## config.mk

```make
export PLATFORM = sky130hd
export DESIGN_NAME = vram_arbiter
export DESIGN_NICKNAME = d
export VERILOG_FILES = /design/src/rtl/vram_arbiter.sv
export SDC_FILE = /design/constraint.sdc
export NUM_CORES = 1
export LEC_CHECK = 0
export BUFFER_PORTS_ARGS = -buffer_cell sky130_fd_sc_hd__clkbuf_2
export CORE_MARGIN = 3
export CORE_UTILIZATION = 39
export DETAILED_ROUTE_END_ITERATION = 8
export GPL_ROUTABILITY_DRIVEN = 0
export PLACE_DENSITY = 0.95
export SYNTH_ARGS = -nofsm -noshare
export SYNTH_HDL_FRONTEND = slang
export SYNTH_SLANG_ARGS = --single-unit
```

## constraint.sdc

```tcl
create_clock -name CLK_I -period 3.1 [get_ports CLK_I]
set_input_delay 0.465 -clock CLK_I [delete_from_list [all_inputs] [get_ports CLK_I]]
set_output_delay 0.465 -clock CLK_I [all_outputs]
set_load 0.05 [all_outputs]
```

## src/rtl/vram_arbiter.sv

```systemverilog
// Two-master arbiter for the 16-bit video RAM port: video fetcher has priority,
// the owner keeps the grant until it drops CYC, and a watchdog ends unacked strobes.
module vram_arbiter #(
  parameter int unsigned TIMEOUT = 16
) (
  input  logic        CLK_I,
  input  logic        RST_I,
  input  logic [13:1] V_ADR_I,
  input  logic        V_CYC_I,
  input  logic        V_STB_I,
  output logic [15:0] V_DAT_O,
  output logic        V_ACK_O,
  input  logic [13:1] C_ADR_I,
  input  logic [15:0] C_DAT_I,
  output logic [15:0] C_DAT_O,
  input  logic        C_WE_I,
  input  logic [1:0]  C_SEL_I,
  input  logic        C_CYC_I,
  input  logic        C_STB_I,
  output logic        C_ACK_O,
  output logic [13:1] M_ADR_O,
  output logic [15:0] M_DAT_O,
  input  logic [15:0] M_DAT_I,
  output logic        M_WE_O,
  output logic [1:0]  M_SEL_O,
  output logic        M_CYC_O,
  output logic        M_STB_O,
  input  logic        M_ACK_I,
  output logic [1:0]  GNT_O,
  output logic        TOERR_O
);

  // Encoding matches GNT_O so the state register is directly observable.
  typedef enum logic [1:0] {
    GNT_IDLE = 2'b00,
    GNT_VID  = 2'b01,
    GNT_CPU  = 2'b10
  } gnt_t;

  localparam logic [7:0] WDT_LAST = 8'(TIMEOUT - 1);

  gnt_t       gnt, gnt_nxt;
  logic [7:0] wdt, wdt_nxt;
  logic       term;
  logic       done;

  always_ff @(posedge CLK_I or negedge RST_I) begin
    if (!RST_I) begin
      gnt <= GNT_IDLE;
      wdt <= 8'd0;
    end else begin
      gnt <= gnt_nxt;
      wdt <= wdt_nxt;
    end
  end

  // Handover between owners is direct; no idle cycle is inserted.
  always_comb begin
    gnt_nxt = gnt;
    case (gnt)
      GNT_IDLE: begin
        if (V_CYC_I)      gnt_nxt = GNT_VID;
        else if (C_CYC_I) gnt_nxt = GNT_CPU;
      end
      GNT_VID: if (!V_CYC_I) gnt_nxt = C_CYC_I ? GNT_CPU : GNT_IDLE;
      GNT_CPU: if (!C_CYC_I) gnt_nxt = V_CYC_I ? GNT_VID : GNT_IDLE;
      default: gnt_nxt = GNT_IDLE;
    endcase
  end

  always_comb begin
    M_ADR_O = '0;
    M_WE_O  = 1'b0;
    M_SEL_O = 2'b00;
    M_CYC_O = 1'b0;
    M_STB_O = 1'b0;
    case (gnt)
      GNT_VID: begin
        M_ADR_O = V_ADR_I;
        M_SEL_O = 2'b11;
        M_CYC_O = V_CYC_I;
        M_STB_O = V_CYC_I & V_STB_I;
      end
      GNT_CPU: begin
        M_ADR_O = C_ADR_I;
        M_WE_O  = C_WE_I;
        M_SEL_O = C_SEL_I;
        M_CYC_O = C_CYC_I;
        M_STB_O = C_CYC_I & C_STB_I;
      end
      default: ;
    endcase
  end

  // A real ack at the terminal count takes precedence over the forced one.
  // A terminated write never received a slave ack, so nothing was committed.
  assign term    = M_STB_O && !M_ACK_I && (wdt == WDT_LAST);
  assign done    = M_ACK_I | term;
  assign wdt_nxt = (!M_STB_O || M_ACK_I || term) ? 8'd0 : wdt + 8'd1;

  assign V_ACK_O = (gnt == GNT_VID) && V_CYC_I && V_STB_I && done;
  assign C_ACK_O = (gnt == GNT_CPU) && C_CYC_I && C_STB_I && done;
  assign V_DAT_O = (term && gnt == GNT_VID) ? 16'hFFFF : M_DAT_I;
  assign C_DAT_O = (term && gnt == GNT_CPU) ? 16'hFFFF : M_DAT_I;
  assign M_DAT_O = C_DAT_I;
  assign GNT_O   = gnt;
  assign TOERR_O = term;

endmodule

```

# Word-level counts from Yosys, hierarchy flattened
# Index checks and enable logic that the tools add are counted.
dict set report word_totals {
  wordCells 43
  regBits 10
  out_inout_bits 71
}
dict set report op_classes {
  mux 15
  n_bitwise 3
  reduce_logical 16
  eq_ne 6
  add_sub_neg 1
}
# op count
set op_table {}
lappend op_table {{$mux W16} 2}
lappend op_table {{$pmux W13 S2} 1}
lappend op_table {{$logic_and A1 B1 Y1} 10}
lappend op_table {{$mux W2} 5}
lappend op_table {{$add A8 B1 Y8 const B} 1}
lappend op_table {{$eq A8 B4 Y1 const B} 1}
lappend op_table {{$mux W8} 1}
lappend op_table {{$pmux W2 S3} 1}
lappend op_table {{$ne A2 B2 Y1 const B} 2}
lappend op_table {{$pmux W1 S2} 2}
lappend op_table {{$pmux W2 S2} 1}
lappend op_table {{$ne A3 B3 Y1 const B} 1}
lappend op_table {{$reduce_and A3 Y1} 1}
lappend op_table {{$and A1 B1 Y1} 2}
lappend op_table {{$eq A2 B1 Y1 const B} 1}
lappend op_table {{$eq A2 B2 Y1 const B} 1}
lappend op_table {{$logic_not A1 Y1} 2}
lappend op_table {{$logic_not A2 Y1} 1}
lappend op_table {{$logic_or A1 B1 Y1} 2}
lappend op_table {{$mux W1} 2}
lappend op_table {{$or A1 B1 Y1} 1}

# Longest topological paths before layout
dict set report logic_depth {
  word_depth 6
  mapped_depth 7
}

# Worst setup path after synthesis
# No wires, ideal clock.
dict set report synth_timing {
  path_kind {register to output}
  start {register gnt[0] (netlist: GNT_O[0])}
  end {output C_ACK_O}
  path_stages_with_launch 7
  n_path_buf 1
  t_arrival_ns 2.556
  path_slack_ns 0.079
  path_cell_list {dfrtp_1 inv_1 ha_1 and4_1 buf_2 o2111ai_1 a21oi_1}
}
dict set report synth_between {
  elab_chain_cells 6
}
# item line_no
set synth_lines {}
lappend synth_lines {{start, declared} 42} ;# gnt_t gnt, gnt_nxt;
lappend synth_lines {{start signal, assigned} 52} ;# gnt <= gnt_nxt;
lappend synth_lines {{$eq A2 B2 Y1 / $eq A2 B1 Y1 (equally long branches)} {77, 102}}
lappend synth_lines {{$pmux W1 S2} 77} ;# case (gnt)
lappend synth_lines {{$logic_and A1 B1 Y1 (2 in series)} 97} ;# assign term = M_STB_O && !M_ACK_I && (wdt == WDT_LAST);
lappend synth_lines {{$or A1 B1 Y1} 98} ;# assign done = M_ACK_I | term;
lappend synth_lines {{$logic_and A1 B1 Y1 (*)} 102} ;# assign C_ACK_O = (gnt == GNT_CPU) && C_CYC_I && C_STB_I && done;
lappend synth_lines {{end, declared} 20} ;# output logic C_ACK_O,
# Every way passes the cells marked *; elsewhere a longest branch is shown, timed or not.

# Worst setup path in the final report
dict set report layout_timing {
  start {register gnt[0] (netlist: GNT_O[0])}
  end {output C_DAT_O[15]}
}
dict set report layout_between {
  elab_chain_cells 6
}
# item line_no
set layout_lines {}
lappend layout_lines {{$eq A2 B2 Y1 / $eq A2 B1 Y1 (equally long branches)} {77, 104}}
lappend layout_lines {{$pmux W1 S2} 77}
lappend layout_lines {{$logic_and A1 B1 Y1 (2 in series)} 97}
lappend layout_lines {{$logic_and A1 B1 Y1 (*)} 104} ;# assign C_DAT_O = (term && gnt == GNT_CPU) ? 16'hFFFF : M_DAT_I;
lappend layout_lines {{$mux W16 (*)} 104}
lappend layout_lines {{end, declared} 15} ;# output logic [15:0] C_DAT_O,
# Marked as above.

==> metrics <==
outcome=completed; Final min period=2.920 ns; critical path capture point type=output pin; final setup TNS=0 ns; initial antenna violation count=0; HPWL Detailed=3.030 mm; Seq cells post-synth=10; VDD IR max=0.0004616 V; RSZ-0062 raised after global routing=false; slowest stage delay, CP=0.51 ns; io pins=139; Worst EP arrival=2.46 ns; Syn Area/Cell=8.430 sq um; post-synthesis cell area=0.001349 sq mm; Die Width=64.81 microns; DRT Wirelength=about 3.8 mm; DRC Markers=0; DR iter-0 viols=38; crit path kind=reg2out; CTS tree=yes; post-CTS setup buffer count=0; Final setup viols=0; Port Buffers=approximately 110; GRT overflow=0; switching part of the total=0.6082; R2R setup slack=about 1.2 ns; area delta synth->final=34.69%; H-tree levels=1; cts bufs inserted=3; sw power=0.8166 mW; fmax=0.3424 GHz; critical path cell sequence=inv_1 -> ha_1 -> and4_1 -> o2111ai_4 -> nand2b_1 -> clkbuf_2; post-route antenna net violation count=0; clock share of power=0.091; CP max stage cell=dfrtp_1; Leak=0.9362 nW; Worst Path Required=2.63 ns; most frequent cells in the layout=clkbuf_2, nand2b_2, nor2b_1; GRT Overall Usage=0.1806; Net count, final=321; clock sinks=10; Max-Cap Viols=0; vias in the first global route=about 1400; CORE AREA=0.003178 sq mm; die height=roughly 65 microns; Clock Tree Buf Depth=2; post-CTS resize count=0; per-cell routed wire length=13.10 microns; Clk Latency, worst-skew pair=0.27 ns; Distinct cells, synth=37; Die Area=0.004200 sq mm; Flop pwr share=0.126; Gate power share=0.783; largest net degree at the start of global routing=23; row count=20; crit start category=register; worst-margin pin slew=around 0.6 ns; PnR Total Power=around 1.3 mW; final period utilization=0.9421; ANT cells=0; FILL cells=285; Initial DRT Pass Iterations=4; first-pass GRT wire length=between 6 and 7 mm; PD cells=739.0 mW/mm^2; commonest non-fill, non-tap cell in the layout=clkbuf_2; Slew HR=0.5959; largest fanout on the critical path=16; Seq/Total Area, Yosys=0.1855; top cell type's share of synthesized area=0.1855; layout cells sized above 1=0.5628; via count=1499; syn nets=233; Int Pwr=0.5260 mW; Hold-fix buffers, CTS=0; Worst Clk Skew=0.0006182 ns; cell count after synthesis=between 150 and 200; Vias/cell=5.151; hold crit path type=in2async; Final Hold Vio Count=0; Slew Viols, Final=0; Synth Warn #=0; WP buf/inv=2; CTS root buffer=clkbuf_4; Initial Util=0.4244; cell taking the most area after synthesis=dfrtp_1; CP top delay family=simple AND/OR/NAND/NOR gates; Clock transition at path regs=0.07 ns; Area contributors post-synth=dfrtp_1, nand2b_2, buf_4, a22oi_1, nor2b_1; Util after Layout=0.5717
==> power groups by stage <==
| stage | clock network, mW | registers, mW | logic [mW] |
|---|---|---|---|
| 6_report | 0.122 | 0.170 | 1.05 |
| 5_1_grt | 0.129 | 0.173 | 1.14 |
| 4_1_cts | 0.122 | 0.168 | 1.05 |
| 3_5_place_dp | 0 | 0.170 | 1.05 |
| 3_3_place_gp | 0 | 0.168 | 1.03 |
| 2_1_floorplan | 0 | 0.209 | 0.830 |
==> per-stage QoR <==
step,instance area [sq um],instances,hold WS (ns),setup slack [ns]
floorplan,1349,160,0.1694,0.07895
global placement,1780,287,0.3382,0.5913
detailed placement,1780,287,0.3463,0.4963
CTS,1817,291,0.05472,0.1569
global route,1817,291,0.05975,0.003655
finish,1817,291,0.04811,0.1795
==> sequential cells by signal (all words and copies together), names as in the netlist <==
| name | flops |
|---|---|
| wdt | 8 |
| GNT_O | 2 |
==> cell usage after synthesis (all sizes together) <==
| cell | n |
|---|---|
| o221ai | 1 |
| nor3b | 2 |
| nor2b | 16 |
| dfrtp | 10 |
| nor2 | 2 |
| or2 | 2 |
| nand4 | 1 |
| a31oi | 1 |
| xnor2 | 2 |
| and2 | 2 |
| or3 | 3 |
| nand2 | 1 |
| or3b | 1 |
| and3 | 2 |
| clkbuf | 5 |
| a41o | 1 |
| nor3 | 4 |
| nor4 | 1 |
| o21ai | 4 |
| and4 | 2 |
| o2111ai | 3 |
| nand2b | 32 |
| a22oi | 14 |
| nand3 | 6 |
| a21oi | 6 |
| a211oi | 3 |
| xor2 | 1 |
| inv | 5 |
| and4b | 1 |
| ha | 5 |
| buf | 21 |
==> layer usage <==
| metal | vias up | GRT usage | share of wire | wire length [microns] |
|---|---|---|---|---|
| met2 | 91 | 0.3282 | 0.50 | 1919 |
| met4 | 0 | 0.07388 | 0.019 | 71 |
| met1 | 670 | 0.2051 | 0.36 | 1390 |
| met3 | 13 | 0.03293 | 0.11 | 431 |
| met5 | - | 0 | 0 | 0 |
| li1 | 725 | - | - | - |
==> kinds of logic after synthesis <==
group / count (synthesis) / share of synthesized area
AO/OA/AOI/OAI: 33 / 0.1985
XOR/XNOR: 3 / 0.01948
adder cells (fa/ha/maj): 5 / 0.04638
buffers and inverters: 31 / 0.1447
flip-flops: 10 / 0.1855
AND/OR/NAND/NOR: 78 / 0.4054
==> area by class of cell <==
class / instances / area, sq um / area share
sequential: 10 / 250.2 / 0.1377
inverter: 5 / 18.77 / 0.01033
multi-input combinational: 119 / 903.4 / 0.4972
timing repair buffer: 109 / 553.0 / 0.3044
tap: 44 / 55.05 / 0.03030
clock buffer: 4 / 36.28 / 0.01997
==> worst register-to-register path, cell delays in order, from the launching register on <==
cell and delay (ns):
dfrtp_1 0.51, inv_1 0.12, ha_1 0.33, and4_1 0.36
o21ai_2 0.20, a211oi_1 0.28
==> worst paths after layout <==
path	depth (start not counted)	from	endpoint
hold / removal	1	RST_I	wdt[1]
setup reg to reg	5	GNT_O[0]	wdt[7]
setup / recovery	6	GNT_O[0]	C_DAT_O[15]
max in group asynchronous	1	RST_I	wdt[2]
hold reg to reg	1	wdt[0]	wdt[0]
min in group CLK_I	1	wdt[0]	wdt[0]
No activity file was read; power rests on OpenSTA's default activity.
